**config.mk**
```make
export PLATFORM = sky130hd
export DESIGN_NAME = spi_reg_bridge
export DESIGN_NICKNAME = d
export VERILOG_FILES = /design/src/rtl/spi_pkg.sv /design/src/rtl/spi_shift_core.sv /design/src/rtl/spi_reg_bridge.sv
export SDC_FILE = /design/constraint.sdc
export NUM_CORES = 1
export LEC_CHECK = 0
export CORE_MARGIN = 5
export CORE_UTILIZATION = 54
export CTS_CLUSTER_DIAMETER = 80
export DETAILED_ROUTE_END_ITERATION = 6
export MAX_ROUTING_LAYER = met4
export PLACE_DENSITY = 0.79
export SETUP_SLACK_MARGIN = 0.1
export SLEW_MARGIN = 10
export SYNTH_ARGS = -nofsm -noshare
export SYNTH_HDL_FRONTEND = slang
export SYNTH_SLANG_ARGS = --single-unit
```
**constraint.sdc**
```tcl
create_clock -name sclk -period 2.22 [get_ports sclk]
set_input_delay 0.333 -clock sclk [delete_from_list [all_inputs] [get_ports sclk]]
set_output_delay 0.333 -clock sclk [all_outputs]
set_load 0.05 [all_outputs]
```
**src/rtl/spi_pkg.sv**
```systemverilog
// Shared definitions for the SPI register bridge: FSM state codes,
// command-word field helpers and default parameter values.
package spi_pkg;

    localparam int DEF_WORD_W    = 8;
    localparam int DEF_ADDR_W    = 6;
    localparam int DEF_MAX_BURST = 16;
    localparam int DEF_MSB_FIRST = 1;

    // Frame FSM encoding
    typedef logic [1:0] state_t;
    localparam state_t ST_CMD     = 2'd0;
    localparam state_t ST_WR_DATA = 2'd1;
    localparam state_t ST_RD_DATA = 2'd2;
    localparam state_t ST_DISCARD = 2'd3;

    // The R/W flag is the top bit of the command word (1 = write, 0 = read)
    function automatic int rw_bit_pos(input int word_w);
        return word_w - 1;
    endfunction

endpackage

```
**src/rtl/spi_shift_core.sv**
```systemverilog
// Bit-level SPI engine: bit counter, RX shift register (rising edge),
// TX shift register (falling edge) and word-done detection.
// Word 0 transmits the status word; every later word transmits load_word,
// captured on the falling edge that starts the word.
module spi_shift_core
    import spi_pkg::*;
#(
    parameter int WORD_W    = DEF_WORD_W,
    parameter int MSB_FIRST = DEF_MSB_FIRST
) (
    input  logic              sclk,
    input  logic              frame_rst_n,
    input  logic              mosi,
    input  logic [WORD_W-1:0] status,
    input  logic [WORD_W-1:0] load_word,
    output logic              last_bit,
    output logic [WORD_W-1:0] rx_word,
    output logic              tx_bit
);

    localparam int CNT_W = (WORD_W > 1) ? $clog2(WORD_W) : 1;
    localparam logic [CNT_W-1:0] CNT_LAST = CNT_W'(WORD_W - 1);

    logic [CNT_W-1:0]  bit_cnt;
    logic [WORD_W-1:0] rx_sr;
    logic [WORD_W-1:0] tx_sr;
    logic              tx_live;

    function automatic logic head(input logic [WORD_W-1:0] v);
        return (MSB_FIRST != 0) ? v[WORD_W-1] : v[0];
    endfunction

    function automatic logic [WORD_W-1:0] advance(input logic [WORD_W-1:0] v);
        return (MSB_FIRST != 0) ? {v[WORD_W-2:0], 1'b0} : {1'b0, v[WORD_W-1:1]};
    endfunction

    assign last_bit = (bit_cnt == CNT_LAST);
    assign rx_word  = (MSB_FIRST != 0) ? {rx_sr[WORD_W-2:0], mosi}
                                       : {mosi, rx_sr[WORD_W-1:1]};

    // Until the first falling edge of a frame, the first status bit goes out
    // directly so it is valid before the first rising edge.
    assign tx_bit = tx_live ? head(tx_sr) : head(status);

    // Receive side: count bits and assemble the incoming word
    always_ff @(posedge sclk or negedge frame_rst_n) begin
        if (!frame_rst_n) begin
            bit_cnt <= '0;
            rx_sr   <= '0;
        end else begin
            bit_cnt <= last_bit ? '0 : bit_cnt + CNT_W'(1);
            rx_sr   <= rx_word;
        end
    end

    // Transmit side: shift on falling edges, reload at each word boundary
    always_ff @(negedge sclk or negedge frame_rst_n) begin
        if (!frame_rst_n) begin
            tx_live <= 1'b0;
            tx_sr   <= '0;
        end else if (!tx_live) begin
            tx_live <= 1'b1;
            tx_sr   <= advance(status);
        end else if (bit_cnt == '0) begin
            tx_sr   <= load_word;
        end else begin
            tx_sr   <= advance(tx_sr);
        end
    end

endmodule

```
**src/rtl/spi_reg_bridge.sv**
```systemverilog
// SPI (mode 0) to register-bank bridge. Word 0 of a frame is a command
// (R/W flag + start address) while the status word {ovf, frame_cnt} is
// returned; later words are burst writes or burst reads with address
// auto-increment. Writes are handed to the clk-domain via a toggle.
module spi_reg_bridge
    import spi_pkg::*;
#(
    parameter int WORD_W    = DEF_WORD_W,
    parameter int ADDR_W    = DEF_ADDR_W,
    parameter int MAX_BURST = DEF_MAX_BURST,
    parameter int MSB_FIRST = DEF_MSB_FIRST
) (
    input  logic              sclk,
    input  logic              rst_n,
    input  logic              cs_n,
    input  logic              mosi,
    output logic              miso,
    output logic              wr_tgl,
    output logic [ADDR_W-1:0] wr_addr,
    output logic [WORD_W-1:0] wr_data,
    output logic [ADDR_W-1:0] rd_addr,
    input  logic [WORD_W-1:0] rd_data,
    output logic              ovf
);

    localparam int RW_BIT = rw_bit_pos(WORD_W);
    localparam int FCNT_W = WORD_W - 1;
    localparam int WCNT_W = $clog2(MAX_BURST + 1);
    localparam logic [WCNT_W-1:0] BURST_FULL = WCNT_W'(MAX_BURST);

    logic              frame_rst_n;
    state_t            state;
    logic [WCNT_W-1:0] word_cnt;
    logic [ADDR_W-1:0] cur_addr;
    logic [FCNT_W-1:0] frame_cnt;
    logic              last_bit;
    logic [WORD_W-1:0] rx_word;
    logic              tx_bit;
    logic              cmd_done;
    logic              data_done;
    logic              burst_full;
    logic              ovf_hit;
    logic              wr_hit;
    logic              rd_hit;

    // Frame-scoped logic is held clear while cs_n is high (or in reset)
    assign frame_rst_n = rst_n & ~cs_n;

    spi_shift_core #(
        .WORD_W    (WORD_W),
        .MSB_FIRST (MSB_FIRST)
    ) u_core (
        .sclk        (sclk),
        .frame_rst_n (frame_rst_n),
        .mosi        (mosi),
        .status      ({ovf, frame_cnt}),
        .load_word   (rd_data),
        .last_bit    (last_bit),
        .rx_word     (rx_word),
        .tx_bit      (tx_bit)
    );

    assign cmd_done   = last_bit && (state == ST_CMD);
    assign data_done  = last_bit && ((state == ST_WR_DATA) || (state == ST_RD_DATA));
    assign burst_full = (word_cnt == BURST_FULL);
    assign ovf_hit    = data_done && burst_full;
    assign wr_hit     = data_done && !burst_full && (state == ST_WR_DATA);
    assign rd_hit     = data_done && !burst_full && (state == ST_RD_DATA);

    assign miso = ~cs_n & (state != ST_DISCARD) & tx_bit;

    // Per-frame control: FSM and completed data-word count
    always_ff @(posedge sclk or negedge frame_rst_n) begin
        if (!frame_rst_n) begin
            state    <= ST_CMD;
            word_cnt <= '0;
        end else begin
            if (cmd_done) begin
                state <= rx_word[RW_BIT] ? ST_WR_DATA : ST_RD_DATA;
            end else if (ovf_hit) begin
                state <= ST_DISCARD;
            end
            if (wr_hit || rd_hit) begin
                word_cnt <= word_cnt + WCNT_W'(1);
            end
        end
    end

    // Persistent outputs: survive cs_n, cleared only by rst_n
    always_ff @(posedge sclk or negedge rst_n) begin
        if (!rst_n) begin
            wr_tgl    <= 1'b0;
            wr_addr   <= '0;
            wr_data   <= '0;
            rd_addr   <= '0;
            ovf       <= 1'b0;
            frame_cnt <= '0;
            cur_addr  <= '0;
        end else begin
            if (cmd_done) begin
                frame_cnt <= frame_cnt + FCNT_W'(1);
                cur_addr  <= rx_word[ADDR_W-1:0];
                if (!rx_word[RW_BIT]) begin
                    rd_addr <= rx_word[ADDR_W-1:0];
                end
            end
            if (wr_hit) begin
                wr_addr  <= cur_addr;
                wr_data  <= rx_word;
                wr_tgl   <= ~wr_tgl;
                cur_addr <= cur_addr + ADDR_W'(1);
            end
            if (rd_hit) begin
                cur_addr <= cur_addr + ADDR_W'(1);
                rd_addr  <= cur_addr + ADDR_W'(1);
            end
            if (ovf_hit) begin
                ovf <= 1'b1;
            end
        end
    end

endmodule

```
Yosys cells after proc, flatten, opt, wreduce, memory -nomap -nowiden

Cells that the tools add are included.

Bits in registers: 61
Bits of input ports: 12
Output and inout port bits: 23
Word-level logic and storage cells: 56

Add/sub/neg operators: 4
Equality and inequality tests: 6
Mux-type cells: 13
Bitwise operators: 5
Reduce and logical (&&, ||, !) cells: 15

Operators with widths:

| kind                                                             | number |
|---|---|
| 6-bit two-way mux                                                | 6 |
| 8-bit two-way mux                                                | 2 |
| 7-bit by 1-bit adder with 7-bit output (second input constant)   | 1 |
| 6-bit by 1-bit adder with 6-bit output (second input constant)   | 1 |
| 1-bit logical AND                                                | 6 |
| 2-bit two-way mux                                                | 3 |
| 5-bit by 1-bit adder with 5-bit output (second input constant)   | 1 |
| 5-bit == test (second input constant)                            | 1 |
| 2-bit inequality test (second input constant)                    | 2 |
| 2-bit nonzero test                                               | 2 |
| 3-bit by 1-bit adder with 3-bit output (second input constant)   | 1 |
| 1-bit AND                                                        | 3 |
| 3-bit == test (second input constant)                            | 1 |
| 3-bit zero test                                                  | 1 |
| 3-bit two-way mux                                                | 1 |
| 3-bit nonzero test                                               | 1 |
| 2-bit by 1-bit == test with 1-bit output (second input constant) | 1 |
| 2-bit == test (second input constant)                            | 1 |
| 2-bit zero test                                                  | 1 |
| 1-bit logical OR                                                 | 2 |
| 1-bit inverter                                                   | 2 |
| 2-bit AND reduction                                              | 1 |
| 1-bit zero test                                                  | 1 |
| 1-bit two-way mux                                                | 1 |

Longest topological paths before layout

Word-level depth: 7
Depth in mapped cells: 7
Gate-level depth less buffers: 6

By module

A second synthesis with hierarchy kept.

Cell total of the unflattened synthesis: 223
Area total of the unflattened synthesis: 2,808.9 sq um

Modules (own cells, without submodules):

| module         | instances | cells each | area each (sq um) | sequential area each (sq um) |
|---|---|---|---|---|
| spi_reg_bridge | 1         | 160        | 2,014.4           | 1,051.0 |
| spi_shift_core | 1         | 63         | 794.5             | 475.5 |

==> impl_results.md <==
- Status: complete, but fails checks
- Failing checks: setup timing
- Largest family of logic cells by synthesized area: multiplexers
- Worst Slack Setup Final: -468 ps
- GRT Util Overall: 19.8%
- Syn Nets: 239
- Critical path capture point type: primary output
- Most common cell in the synthesized netlist: dfrtp_1
- Synth Area per Inst: 12.3 um2
- CP Class: flip-flop to primary output
- Critical Path AT: 2350 ps
- Tightest Pin Transition: 511 ps
- Area contributors post-synth: dfrtp_1 49%, dfrtn_1 8.4%, mux2i_1 7.1%
- H-tree Lvls: 3
- Yosys top cell by area: dfrtp_1
- First-pass GRT wire length: 9230 um
- Sw Ratio: 39.0%
- Pwr dens: 1250 nW/um2
- Initial Utilization: 56.1%
- Synth Instances: 216
- N_diodes: 0
- DIE HEIGHT: 80.3 um
- CP endpoint: miso
- DR vias/cell: 5.19
- CP Launch Type: flip-flop
- Internal cell power: 0.00257 W
- Synth top area share: 48.8%
- DRC: 0
- Clock power frac: 23.0%
- Post-synthesis xor/xnor area fraction: 4.60%
- Final Hold Viols: 0
- Endpoints failing setup: 9
- Flop2flop setup slack: -230 ps
- Post-DRT Antenna Nets: 0
- Num Clock Sinks: 61
- GRT overflow: 0
- Worst Skew: 16.8 ps
- Slew Viols, Final: 0
- Slew HR: 65.8%
- Gpl congestion: 0.777
- Post-Route WL: 5350 um
- Hold Buf Count CTS: 0
- Critical-path cell list: mux2i_2 > nor3_4 > buf_12
- Dpl cells: 322
- Largest net degree at the start of global routing: 36
- Crit Path Max Fanout: 2
- Pre-CTS setup slack: -233 ps
- Mapped Area: 2670 um2
- Drt initial violations: 84
- Filler cell count: 359
- Yosys reg bits: 61
- Crit. Startpoint: u_core.tx_live
- Vias in the first global route: 1866
- Commonest cells in the netlist: 52 x dfrtp_1, 19 x mux2i_1, 17 x nor2_1, 16 x nand2_1, 14 x mux2_2
- Rows: 25
- Number of flops mapped to enable cells by yosys: 0
- Core area: 4750 um2
- Library cells used by synthesis: 34
- Min-delay worst type: flip-flop to flip-flop
- HPWL Detailed: 3620 um
- Final net count: 290
- Die ar.: 6450 um2
- Hold path depth: 0
- CTS Buf Count: 9
- RSZ-0062 raised after global routing: true
- Port bufs: 34
- Clock Path Buffers: 2
- Setup TNS: -2020 ps
- Simple-gate share of the synthesized area: 11.7%
- Via count: 1759
- Clk_lat worst skew: 340 ps
- Routed length per instance: 15.8 um
- Synth Area in Adders: 5.16%
- Io pins: 35
- Share of layout cells above drive strength 1: 21.3%
- Clk root buf: clkbuf_8
- Yosys warns: 0
- Psw: 0.00164 W
- Worst hold slack: 382 ps
- LEAKAGE: 1.49 nW
- Worst path slowest cell: dfrtn_1
- Reg-to-Reg Start: u_core.bit_cnt[1]
- CP Data Required Time: 1890 ps
- Final non-filler cell total: 339
- Register area share after synthesis: 57.2%
- Initial antenna violation count: 0
- Synth Area in Compound Gates: 4.97%
- Gate power share: 37.4%
- TritonCTS clock tree: done
- First-pass DRT Iterations: 4
- Main synth FF type: dfrtp_1
- Mux cell area share after synthesis: 13.6%
- Area Growth Syn to Fin: 26.8%
- R2r endpoint: u_core.tx_sr[2]
- Asr flop ratio synth: 100%
- DIE WIDTH: 80.3 um
- VDD IR max: 0.892 mV
- Reg2Reg Depth: 6
- Max-cap viol count: 0
- Hold_sp: u_core.rx_sr[5]
- Reg power frac: 39.6%
- Clock Pin Slew Worst Setup and Hold Paths: 70 ps
- Slowest stage delay, CP: 440 ps
## what timing repair did
action,CTS,global route
setup endpoints to repair,9,10
setup buffers,0,1
pin swaps,1,0
resized for setup,0,2
## power by group through the flow
stage | registers [W] | clock network [W] | logic, W
after floorplan | 0.00221 | 0 | 0.000509
after global placement | 0.00167 | 0 | 0.00154
after detailed placement | 0.00168 | 0 | 0.00157
after CTS | 0.00166 | 0.000988 | 0.00159
after global routing | 0.00172 | 0.00104 | 0.00169
final | 0.00167 | 0.000970 | 0.00158
## per-layer routing
metal  wire length (um)  up-vias  GRT usage [%]
met5                  0        -              -
met4                125        0           11.1
li1                   -      838              -
met3                200       13           3.92
met2               2520       44           29.8
met1               2500      864           25.0
## registers in the layout (all words and copies together) (netlist names)
| register | cells |
|---|---|
| u_core.tx_sr | 8 |
| wr_data | 8 |
| frame_cnt | 7 |
| u_core.rx_sr | 7 |
| cur_addr | 6 |
| rd_addr | 6 |
| wr_addr | 6 |
| word_cnt | 5 |
| u_core.bit_cnt | 3 |
| state | 2 |
| ovf | 1 |
| u_core.tx_live | 1 |
| wr_tgl | 1 |
## worst max-delay path, delay by kind of cell (launching register included)
kind                   cells  cell delay [ps]
and+or+nand+nor            1               60
muxes                      1              270
DFF                        1              440
buffers and inverters      1              150
## placed cells by master (no fill, tap or decap), types with 5 or more instances in the layout
| cell type | Yosys | layout |
|---|---|---|
| clkdlybuf4s50_1 | 0 | 33 |
| xor2_1 | 5 | 5 |
| dfrtp_1 | 52 | 52 |
| buf_4 | 0 | 14 |
| nor2_1 | 17 | 17 |
| inv_1 | 6 | 6 |
| a21oi_1 | 10 | 10 |
| nand2_1 | 16 | 16 |
| mux2i_1 | 19 | 18 |
| ha_1 | 11 | 10 |
| clkbuf_8 | 0 | 10 |
| dfrtn_1 | 9 | 9 |
| o21ai_0 | 7 | 7 |
| mux2_2 | 14 | 14 |
| xnor2_1 | 9 | 9 |
## through the flow
| stage | cell area (um2) | power [W] | utilization (%) |
|---|---|---|---|
| global placement | 3180 | 0.00321 | 66.8 |
| finish | 3380 | 0.00421 | 71.2 |
| detailed placement | 3180 | 0.00325 | 66.8 |
| floorplan | 2710 | 0.00271 | - |
| CTS | 3370 | 0.00425 | 70.9 |
| global route | 3380 | 0.00445 | 71.2 |
## kinds of logic (layout without fill, tap and decap cells)
family	Yosys count	after routing
adder cells (fa/ha/maj)	11	11
flip-flops	61	61
buffers and inverters	14	70
XOR/XNOR	14	14
multiplexers	34	34
AO/OA/AOI/OAI	23	23
other	1	1
AND/OR/NAND/NOR	58	58
## worst min path at each step
stage                                 end
final                     u_core.rx_sr[6]
after global routing      u_core.rx_sr[6]
after CTS                 u_core.rx_sr[6]
after detailed placement  u_core.rx_sr[6]
after global placement    u_core.rx_sr[6]
after floorplan               cur_addr[0]
## final cells by class
type	instances	area (um2)	area share (%)
flip-flops and latches	61	1530	45.1
clock inverters	4	47.5	1.41
well taps	67	83.8	2.48
repair buffers	48	455	13.5
inverters	6	22.5	0.666
multi-input cells	141	1100	32.6
clock buffers	12	145	4.29
(Power assumes the default switching activity.)
